**src/rtl/mem_arb_pkg.sv**
```systemverilog
// Shared encodings for the CPU/debug data-memory arbiter.
// State and grant encodings are fixed so other blocks can decode them consistently.
package mem_arb_pkg;

    typedef enum logic [1:0] {
        IDLE   = 2'd0,
        ACCESS = 2'd1,
        DONE   = 2'd2
    } arb_state_t;

    typedef enum logic {
        GNT_CPU = 1'b0,
        GNT_DBG = 1'b1
    } grant_t;

endpackage

```
**src/rtl/mem_arbiter.sv**
```systemverilog
// Two-port round-robin arbiter in front of an async-read data memory.
// Each access takes three cycles: IDLE (arbitrate), ACCESS (drive memory) and DONE (ack).
module mem_arbiter #(
    parameter int ADDR_W = 8,
    parameter int DATA_W = 32
) (
    input  logic              clk,
    input  logic              rst,
    input  logic              cpu_req,
    input  logic              cpu_we,
    input  logic [31:0]       cpu_addr,
    input  logic [DATA_W-1:0] cpu_wdata,
    output logic              cpu_ack,
    output logic              cpu_err,
    output logic [DATA_W-1:0] cpu_rdata,
    input  logic              dbg_req,
    input  logic              dbg_we,
    input  logic [31:0]       dbg_addr,
    input  logic [DATA_W-1:0] dbg_wdata,
    output logic              dbg_ack,
    output logic [DATA_W-1:0] dbg_rdata,
    output logic [ADDR_W-1:0] mem_a,
    output logic [DATA_W-1:0] mem_d,
    output logic              mem_we,
    input  logic [DATA_W-1:0] mem_spo,
    output logic              busy
);
    import mem_arb_pkg::*;

    arb_state_t        state, state_next;
    grant_t            last_grant, grant_q, grant_sel;
    logic              we_q, err_q;
    logic [ADDR_W-1:0] idx_q;
    logic [DATA_W-1:0] wdata_q;

    logic              any_req;
    logic              cpu_misaligned;
    logic [ADDR_W-1:0] cpu_idx, dbg_idx;
    logic              unused_addr_bits;

    assign any_req          = cpu_req | dbg_req;
    assign cpu_misaligned   = (cpu_addr[1:0] != 2'b00);
    assign cpu_idx          = cpu_addr[ADDR_W+1:2];
    assign dbg_idx          = dbg_addr[ADDR_W-1:0];
    assign unused_addr_bits = ^{cpu_addr[31:ADDR_W+2], dbg_addr[31:ADDR_W]};

    assign mem_a = idx_q;
    assign mem_d = wdata_q;
    assign busy  = (state != IDLE);

    // On a tie the requester that was not served last wins.
    always_comb begin
        grant_sel = GNT_CPU;
        if (cpu_req && dbg_req) begin
            grant_sel = (last_grant == GNT_CPU) ? GNT_DBG : GNT_CPU;
        end else if (dbg_req) begin
            grant_sel = GNT_DBG;
        end
    end

    always_comb begin
        state_next = state;
        mem_we     = 1'b0;
        cpu_ack    = 1'b0;
        dbg_ack    = 1'b0;
        cpu_err    = 1'b0;
        case (state)
            IDLE: begin
                if (any_req) begin
                    state_next = ACCESS;
                end
            end
            ACCESS: begin
                state_next = DONE;
                mem_we     = we_q & ~err_q;
            end
            DONE: begin
                state_next = IDLE;
                cpu_ack    = (grant_q == GNT_CPU);
                dbg_ack    = (grant_q == GNT_DBG);
                cpu_err    = (grant_q == GNT_CPU) & err_q;
            end
            default: state_next = IDLE;
        endcase
    end

    always_ff @(posedge clk or posedge rst) begin
        if (rst) begin
            state <= IDLE;
        end else begin
            state <= state_next;
        end
    end

    // Request payload is frozen at grant time so requesters may change inputs while waiting.
    always_ff @(posedge clk or posedge rst) begin
        if (rst) begin
            last_grant <= GNT_DBG;
            grant_q    <= GNT_CPU;
            we_q       <= 1'b0;
            err_q      <= 1'b0;
            idx_q      <= '0;
            wdata_q    <= '0;
        end else if (state == IDLE && any_req) begin
            last_grant <= grant_sel;
            grant_q    <= grant_sel;
            if (grant_sel == GNT_CPU) begin
                we_q    <= cpu_we;
                err_q   <= cpu_misaligned;
                idx_q   <= cpu_idx;
                wdata_q <= cpu_wdata;
            end else begin
                we_q    <= dbg_we;
                err_q   <= 1'b0;
                idx_q   <= dbg_idx;
                wdata_q <= dbg_wdata;
            end
        end
    end

    // Read data (old contents on a write) lands at the end of ACCESS; a faulted CPU access keeps its rdata.
    always_ff @(posedge clk or posedge rst) begin
        if (rst) begin
            cpu_rdata <= '0;
            dbg_rdata <= '0;
        end else if (state == ACCESS) begin
            if (grant_q == GNT_DBG) begin
                dbg_rdata <= mem_spo;
            end else if (!err_q) begin
                cpu_rdata <= mem_spo;
            end
        end
    end

endmodule

```
**config.mk**
```make
export PLATFORM = sky130hd
export DESIGN_NAME = mem_arbiter
export DESIGN_NICKNAME = d
export VERILOG_FILES = /design/src/rtl/mem_arb_pkg.sv /design/src/rtl/mem_arbiter.sv
export SDC_FILE = /design/constraint.sdc
export NUM_CORES = 1
export LEC_CHECK = 0
export CAP_MARGIN = 20
export CORE_MARGIN = 3
export CORE_UTILIZATION = 36
export CTS_BUF_LIST = sky130_fd_sc_hd__clkbuf_8
export DETAILED_ROUTE_END_ITERATION = 8
export PLACE_DENSITY_LB_ADDON = 0.08
export SLEW_MARGIN = 15
export SYNTH_ARGS = -nofsm -noshare
export SYNTH_HDL_FRONTEND = slang
export SYNTH_SLANG_ARGS = --single-unit
```
**constraint.sdc**
```tcl
create_clock -name clk -period 3.15 [get_ports clk]
set_input_delay 0.4725 -clock clk [delete_from_list [all_inputs] [get_ports clk]]
set_output_delay 0.4725 -clock clk [all_outputs]
set_load 0.1 [all_outputs]
```
-- Word-level counts from Yosys, hierarchy flattened
Index checks and enable logic that the tools add are counted.
- output and inout port bits: 109
- flip-flop bits (word level): 110
- bitwise logic cells: 5
- mux-type cells: 13
- reduce and logical (&&, ||, !) cells: 7
- equality and inequality tests: 3
- operators with widths (cell ; count):
    $mux W32 ; 1
    $mux W1 ; 9
    $mux W8 ; 1
    $pmux W2 S2 ; 1
    $reduce_bool A2 Y1 ; 2
    $reduce_and A3 Y1 ; 1
    $and A1 B1 Y1 ; 2
    $eq A2 B1 Y1 const B ; 1
    $eq A2 B2 Y1 const B ; 1
    $logic_and A1 B1 Y1 ; 2
    $logic_not A2 Y1 ; 1
    $mux W2 ; 1
    $ne A2 B2 Y1 const B ; 1
    $not A1 Y1 ; 2
    $reduce_and A2 Y1 ; 1
    $or A1 B1 Y1 ; 1

-- Depth between registers and ports, before layout
Gate-level depths: netlist (run 1).
- word-level depth: 3
- depth in mapped cells: 5
- gate-level depth less buffers: 3

-- Worst setup path after synthesis (run 1)
No wires, ideal clock.
- path type: register to output
- start point: register grant_q
- end point: output port cpu_err
- cell stages (with the launch flop): 3
- required time: 2.677 ns
- buffers on the path: 0
- setup slack: -0.969 ns
- data arrival time: 3.646 ns
- cell sequence: dfrtp_1 -> nor3b_1 -> and2_1
- longest elaborated chain between the ends: 3
- ends and longest elaborated chain (item ; line ; RTL):
    from (decl) ; mem_arbiter.sv:31 ; grant_t last_grant, grant_q, grant_sel;
    from (signal assigned) ; mem_arbiter.sv:106 ; grant_q <= grant_sel;
    $not A1 Y1 (no line) ; -- ;
    $and A1 B1 Y1 ; mem_arbiter.sv:81 ; cpu_err = (grant_q == GNT_CPU) & err_q;
    $mux W1 ; mem_arbiter.sv:67 ; case (state)
    to (decl) ; mem_arbiter.sv:14 ; output logic cpu_err,
No other way between the ends.

-- Worst setup path after layout (run 1)
- start point: register cpu_rdata[15]
- end point: output port cpu_rdata[15]
- RTL lines (item ; line ; RTL):
    from (decl) ; mem_arbiter.sv:15 ; output logic [DATA_W-1:0] cpu_rdata,
    from (signal assigned) ; mem_arbiter.sv:130 ; cpu_rdata <= mem_spo;
No word-level cell between the ends.

==> results.toml, run 1 <==
[run_status]
status = "completed"

[yosys]
synthFlopType = "dfrtp_1"
postSynthAreaPerCell_um2 = 17.19
synth_seq_cells = 110
ys_types = 23
yosysWarnings = 0
synth_fp_nets = 457
synth_edf_count = 0
synth_area_um2 = 5001
syn_inst = 291
synthArstFlopShare = 1.000
yosysSeqAreaShare = 0.5507

[clock_network]
postCtsSetupRepairBufs = 0
holdBufCountCts = 0
cts_buffer_depth = 2
numClockSinks = 110
cts_tree = "yes"
clock-root-buffer = "clkbuf_8"
clk_latency_ns = 0.37
numCtsBuffers = 9
htree_levels = 3
post_cts_resized = 0
path_clk_slew_ns = 0.10

[die]
start_util = 0.3732
die_w_um = 123.9
fp-row-count = 42
dieArea_um2 = 15340
die_height_um = 123.9
fp.coreArea_um2 = 13400
io_pins = 275

[timing]
worst_slew_pin_slew_ns = 0.9801
fmax_ghz = 0.4291
min_period_over_period = 0.7398
skew_ns = 0.009542
final.min_clock_period_ns = 2.330
rsz0062_at_grt = "false"
slew_headroom = 0.3445
setup_violations = 0
tns_ns = 0
drv_slew = 0
hold_viol_final = 0

[setup_path]
cp_slowest_cell = "clkdlybuf4s50_1"
cpPeakStageDelay_ns = 1.14
arrival_ns = 1.86
cpLargestDelayFamily = "buffers and inverters"
required_ns = 2.68
start_kind = "flop"
reg2reg_depth = 4
crit_buf_inv = 1
worstPathCellList = "clkdlybuf4s50_1"
r2r_end = "mem_a[6]"
criticalPathCategory = "reg2out"
cp_max_fo = 2
reg2reg_slack_ns = 0.91
r2r-start = "state[0]"
critPathLaunch = "cpu_rdata[15]"
end_kind = "output port"

[route]
viasPerCell = 4.631
num_vias = 3246
drtIter0Drc = 99
wirelength_mm = 11.60
drc = 0
detail-route-antenna-nets = 0
wire_per_inst_um = 16.55
firstDrtPassIters = 4

[worst_hold_path]
whs_path_depth = 1
min_to = "cpu_rdata[27]"
hold_class = "reg2reg"
hp-start = "cpu_rdata[27]"

[place]
dp_hpwl_mm = 8.438
gp_congestion = 0.6936
portBuffers = 228
placedInstanceArea_um2 = 7137

[finish]
final_util = 0.5491
antenna_cells = 0
fillers = 1159
fin_nets = 686
drive_gt1_frac = 0.5143
final_cell_area_um2 = 7358
area_delta_synth_final_pct = 47.14

[global_route]
grt_overflow = 0
grt_pass1_wl_mm = 17.36
grt_max_degree = 111
antenna_found_initial = 0
grt_usage = 0.1469
grt_pass1_vias = 3459

[flow_run]
max_cap_viol_count = 0
[stage by stage]
step,worst slack [ns],cells,hold slack [ns]
2_1_floorplan,0.1085,291,0.4711
3_3_place_gp,0.6828,685,0.4691
3_5_place_dp,0.6668,685,0.4763
4_1_cts,0.7836,701,0.5019
5_1_grt,0.7517,701,0.5191
6_report,0.8196,701,0.4960
[how the worst max path moves through the flow]
stage,to,slack (ns),depth (start not counted)
3_5_place_dp,mem_a[6],0.67,5
6_report,cpu_rdata[15],0.82,1
5_1_grt,cpu_rdata[15],0.75,1
4_1_cts,cpu_rdata[15],0.78,1
2_1_floorplan,cpu_err,0.11,2
3_3_place_gp,mem_a[6],0.68,5
[layer usage]
| layer | up-vias | wire length, µm | GRT usage |
|---|---|---|---|
| li1 | 1488 | - | - |
| met1 | 1609 | 4530 | 0.1690 |
| met2 | 133 | 5729 | 0.2518 |
| met3 | 16 | 1092 | 0.04541 |
| met4 | 0 | 249 | 0.06367 |
| met5 | - | 0 | 0 |
[kinds of logic after synthesis]
logic type,after synthesis,share of synthesized area
AO/OA/AOI/OAI,8,0.01051
buffers and inverters,17,0.03627
flip-flops,110,0.5507
multiplexers,146,0.3843
AND/OR/NAND/NOR,10,0.01827
[layout by cell type (no fill, tap or decap)]
master and count:
bufinv_16 2, buf_12 2, a21bo_2 1, clkinvlp_4 2
clkdlybuf4s50_1 121, nor2_8 1, clkinv_4 2, and2b_1 1
mux2_4 74, clkbuf_8 9, and2_1 1, dfstp_2 1
or2_0 1, nor2_1 1, and3b_1 2, mux2_1 10
nand2_1 1, o21ai_0 4, o31ai_1 3, dfrtp_1 109
nor3b_4 1, nor3b_2 1, mux2_2 62, buf_4 111
inv_6 1, inv_1 1
[cells in the mapped netlist (2+ instances only)]
cell	n	share of area
and3b_1	2	0.0035
buf_12	3	0.012
buf_2	4	0.0040
buf_4	2	0.0030
buf_6	6	0.014
dfrtp_1	109	0.55
mux2_1	10	0.023
mux2_2	62	0.14
mux2_4	74	0.22
o21ai_0	4	0.0040
o31ai_1	3	0.0045
[sequential cells by signal, summed over array words and instances, names as in the netlist]
name,flops
mem_d,32
err_q,1
state,2
grant_q,1
mem_a,8
we_q,1
dbg_rdata,32
last_grant,1
cpu_rdata,32
[area by class of cell]
class	count	area, µm²	share of cell area
clock buffer	9	123.9	0.01683
inverter	1	7.507	0.001020
tap	176	220.2	0.02993
sequential	110	2754	0.3743
multi-input combinational	164	2071	0.2814
timing repair buffer	234	2085	0.2833
clock inverter	7	97.59	0.01326
Power of run 1 is not shown: default switching activity piles up to over one toggle a cycle in this logic, so the estimate is an artifact.
==> inputs of run 2 (changes only) <==
--- a/config.mk
+++ b/config.mk
@@ -7,7 +7,7 @@
 export LEC_CHECK = 0
 export CAP_MARGIN = 20
 export CORE_MARGIN = 3
-export CORE_UTILIZATION = 36
+export CORE_UTILIZATION = 40
 export CTS_BUF_LIST = sky130_fd_sc_hd__clkbuf_8
 export DETAILED_ROUTE_END_ITERATION = 8
 export PLACE_DENSITY_LB_ADDON = 0.08
==> constraint.sdc (replaced) <==
create_clock -name clk -period 2.35 [get_ports clk]
set_input_delay 0.3525 -clock clk [delete_from_list [all_inputs] [get_ports clk]]
set_output_delay 0.3525 -clock clk [all_outputs]
set_load 0.1 [all_outputs]
==> results.toml, run 2 (same netlist as run 1, synthesis figures left out) <==
[route]
detail-route-antenna-nets = 0
firstDrtPassIters = 4
drtIter0Drc = 134
num_vias = 3242
wirelength_mm = 11.38
drc = 0
wire_per_inst_um = 16.38
viasPerCell = 4.665

[die]
fp.coreArea_um2 = 12110
die_w_um = 117.8
die_height_um = 117.8
start_util = 0.4129
fp-row-count = 40
dieArea_um2 = 13880
io_pins = 275

[run_status]
status = "completed"

[finish]
multiInputGateArea_um2 = 2071
mostFrequentLayoutCell = "clkdlybuf4s50_1"
layout_common_cells = "clkdlybuf4s50_1 (119), buf_4 (111), dfrtp_1 (109), mux2_4 (74), mux2_2 (62)"
ff_latch_area_um2 = 2754
antenna_cells = 0
final_cell_area_um2 = 7361
fillers = 975
fin_nets = 688
area_delta_synth_final_pct = 47.19
drive_gt1_frac = 0.5218
post_layout_nonfiller_instances = 695

[timing]
fmax_ghz = 0.5111
rsz0062_at_grt = "false"
final.min_clock_period_ns = 1.956
setup_violations = 0
worst_slew_pin_slew_ns = 0.7188
drv_slew = 0
hold_viol_final = 0
min_period_over_period = 0.8325
skew_ns = 0.01063
slew_headroom = 0.5208
holdWs_ns = 0.4742

[global_route]
grt_usage = 0.1669
grt_overflow = 0
grt_pass1_wl_mm = 18.48
antenna_found_initial = 0
grt_max_degree = 111
grt_pass1_vias = 3453

[setup_path]
cpPeakStageDelay_ns = 0.58
arrival_ns = 1.60
criticalPathCategory = "reg2out"
end_kind = "output port"
cp_slowest_cell = "or2_0"
crit_buf_inv = 1
cpLargestDelayFamily = "simple AND/OR/NAND/NOR gates"
start_kind = "flop"
required_ns = 2.00
worstPathCellList = "or2_0 -> buf_12"
cp_max_fo = 8

[flow_run]
max_cap_viol_count = 0

[clock_network]
numCtsBuffers = 9
htree_levels = 3
holdBufCountCts = 0
numClockSinks = 110
postCtsSetupRepairBufs = 0
path_clk_slew_ns = 0.10
cts_tree = "yes"
post_cts_resized = 0
cts_buffer_depth = 2
clk_latency_ns = 0.37
clock-root-buffer = "clkbuf_8"

[place]
dp_hpwl_mm = 8.408
gp_congestion = 0.7136
portBuffers = 228
placedInstanceArea_um2 = 7187
numPlacedInstances = 679

[worst_hold_path]
hold_class = "in2async"
-- run 2: per-layer routing --
layer / routed length (µm) / global-route usage
met5: 0 / 0
met4: 166 / 0.06227
met3: 1018 / 0.05622
met2: 5662 / 0.2767
met1: 4535 / 0.2023
-- run 2: stage by stage --
stage               TNS [ns]    util  setup WS, ns
CTS                        0  0.6077        0.3471
detailed placement         0  0.5934        0.2488
finish                     0  0.6077        0.3936
floorplan            -0.5715       -       -0.5715
global placement           0  0.5934        0.2778
global route               0  0.6077        0.2715
-- run 2: layout make-up --
class	count	share of cell area
clock buffer	10	0.01870
clock inverter	6	0.004929
inverter	1	0.001020
multi-input combinational	164	0.2813
sequential	110	0.3741
tap	168	0.02856
timing repair buffer	236	0.2913
-- run 2: final timing paths --
kind	startpoint	end	slack (ns)	depth (start not counted)
worst max-delay path	state[0]	busy	0.39	2
worst min-delay path	rst	cpu_rdata[25]	0.47	3
worst max register to register	state[0]	mem_d[15]	0.41	4
worst min register to register	cpu_rdata[16]	cpu_rdata[16]	0.49	1
max in group asynchronous	rst	mem_d[2]	1.43	3
min in group clk	cpu_rdata[16]	cpu_rdata[16]	0.49	1
-- run 2: worst min-delay path, delay by kind of cell --
kind / cells / cell delay [ns]
buf+inv: 3 / 0.96
Power of run 2 is left out for the same reason.
==> inputs of run 3 (changes only) <==
==> constraint.sdc (replaced) <==
create_clock -name clk -period 2 [get_ports clk]
set_input_delay 0.3 -clock clk [delete_from_list [all_inputs] [get_ports clk]]
set_output_delay 0.3 -clock clk [all_outputs]
set_load 0.1 [all_outputs]
==> results.toml, run 3 (same netlist as run 1, synthesis figures left out) <==
[route]
firstDrtPassIters = 4
drc = 0
viasPerCell = 4.599
num_vias = 3215
wire_per_inst_um = 16.22
wirelength_mm = 11.34
detail-route-antenna-nets = 0
drtIter0Drc = 136

[finish]
mostFrequentLayoutCell = "clkdlybuf4s50_1"
fin_nets = 692
layout_common_cells = "clkdlybuf4s50_1 (119), dfrtp_1 (109), buf_4 (109), mux2_4 (74), mux2_2 (62)"
drive_gt1_frac = 0.5254
antenna_cells = 0
area_delta_synth_final_pct = 50.19

[setup_path]
cp_max_fo = 5
start_kind = "flop"
end_kind = "output port"
cpPeakStageDelay_ns = 0.46
reg2reg_slack_ns = 0.29
criticalPathCategory = "reg2out"
required_ns = 1.70
worstPathCellList = "nor3b_2 -> and2_1 -> buf_12"
cp_slowest_cell = "dfrtp_1"
arrival_ns = 1.53

[place]
gp_congestion = 0.7435
portBuffers = 228
dp_hpwl_mm = 8.642

[die]
die_height_um = 117.8
dieArea_um2 = 13880
start_util = 0.4129
fp.coreArea_um2 = 12110
io_pins = 275
die_w_um = 117.8
fp-row-count = 40

[timing]
hold_viol_final = 0
slew_headroom = 0.5645
drv_slew = 0
worst_slew_pin_slew_ns = 0.6509
setup_violations = 0
min_period_over_period = 0.9158
final.min_clock_period_ns = 1.832
skew_ns = 0.009235
rsz0062_at_grt = "false"
holdWs_ns = 0.2630
fmax_ghz = 0.5460

[clock_network]
cts_buffer_depth = 2
cts_tree = "yes"
numCtsBuffers = 9
clock-root-buffer = "clkbuf_8"
numClockSinks = 110
holdBufCountCts = 0
htree_levels = 3
postCtsSetupRepairBufs = 0
clk_latency_ns = 0.37
post_cts_resized = 0
path_clk_slew_ns = 0.10

[global_route]
antenna_found_initial = 0
grt_pass1_wl_mm = 18.47
grt_max_degree = 54
grt_pass1_vias = 3501
grt_overflow = 0
grt_usage = 0.1676

[worst_hold_path]
hold_class = "in2async"

[run_status]
status = "completed"

[flow_run]
max_cap_viol_count = 0
==> run 3: cell types whose count changed in the layout (fill, tap and decap cells not counted), sizes merged <==
| cell | delta |
|---|---|
| clkinv | -3 |
| clkbuf | +2 |
| clkinvlp | +1 |
| bufinv | +1 |
| inv | -1 |
| buf | +4 |
==> run 3: critical path, delay by kind of cell, from the launching register on <==
kind	cells	cell delay, ns
buffers and inverters	1	0.18
DFF	1	0.46
and+or+nand+nor	2	0.51
==> run 3: final cells by class <==
class                   instances  area (µm²)
multi-input cells             164        2071
inverters                       1       7.507
repair buffers                240        2250
well taps                     168       210.2
clock inverters                 4       53.80
flip-flops and latches        110        2754
fillers                       987        4601
clock buffers                  12       165.2
==> run 3: layer usage <==
layer	global-route usage	wire, µm	vias to the layer above
met3	0.05526	922	15
met4	0.06667	243	0
met5	0	0	-
met1	0.2019	4546	1567
met2	0.2781	5625	134
li1	-	-	1499
==> run 3: final timing paths <==
path	from	end	cells after the start
worst max register to register	last_grant	mem_a[3]	4
worst min-delay path	rst	dbg_rdata[26]	2
worst min register to register	cpu_rdata[28]	cpu_rdata[28]	1
max in group asynchronous	rst	last_grant	3
min in group clk	cpu_rdata[28]	cpu_rdata[28]	1
worst max-delay path	grant_q	cpu_err	3
==> run 3: through the flow <==
| step | setup WS, ns | instances | instance area, µm² | util | setup TNS [ns] |
|---|---|---|---|---|---|
| after global placement | 0.03757 | 683 | 7292 | 0.6021 | 0 |
| after detailed placement | 0.02888 | 683 | 7292 | 0.6021 | 0 |
| after CTS | 0.1341 | 699 | 7511 | 0.6201 | 0 |
| final | 0.1684 | 699 | 7511 | 0.6201 | 0 |
| after floorplan | -0.8690 | 291 | 5010 | - | -0.8690 |
| after global routing | 0.07239 | 699 | 7511 | 0.6201 | 0 |
Power of run 3 is left out for the same reason.
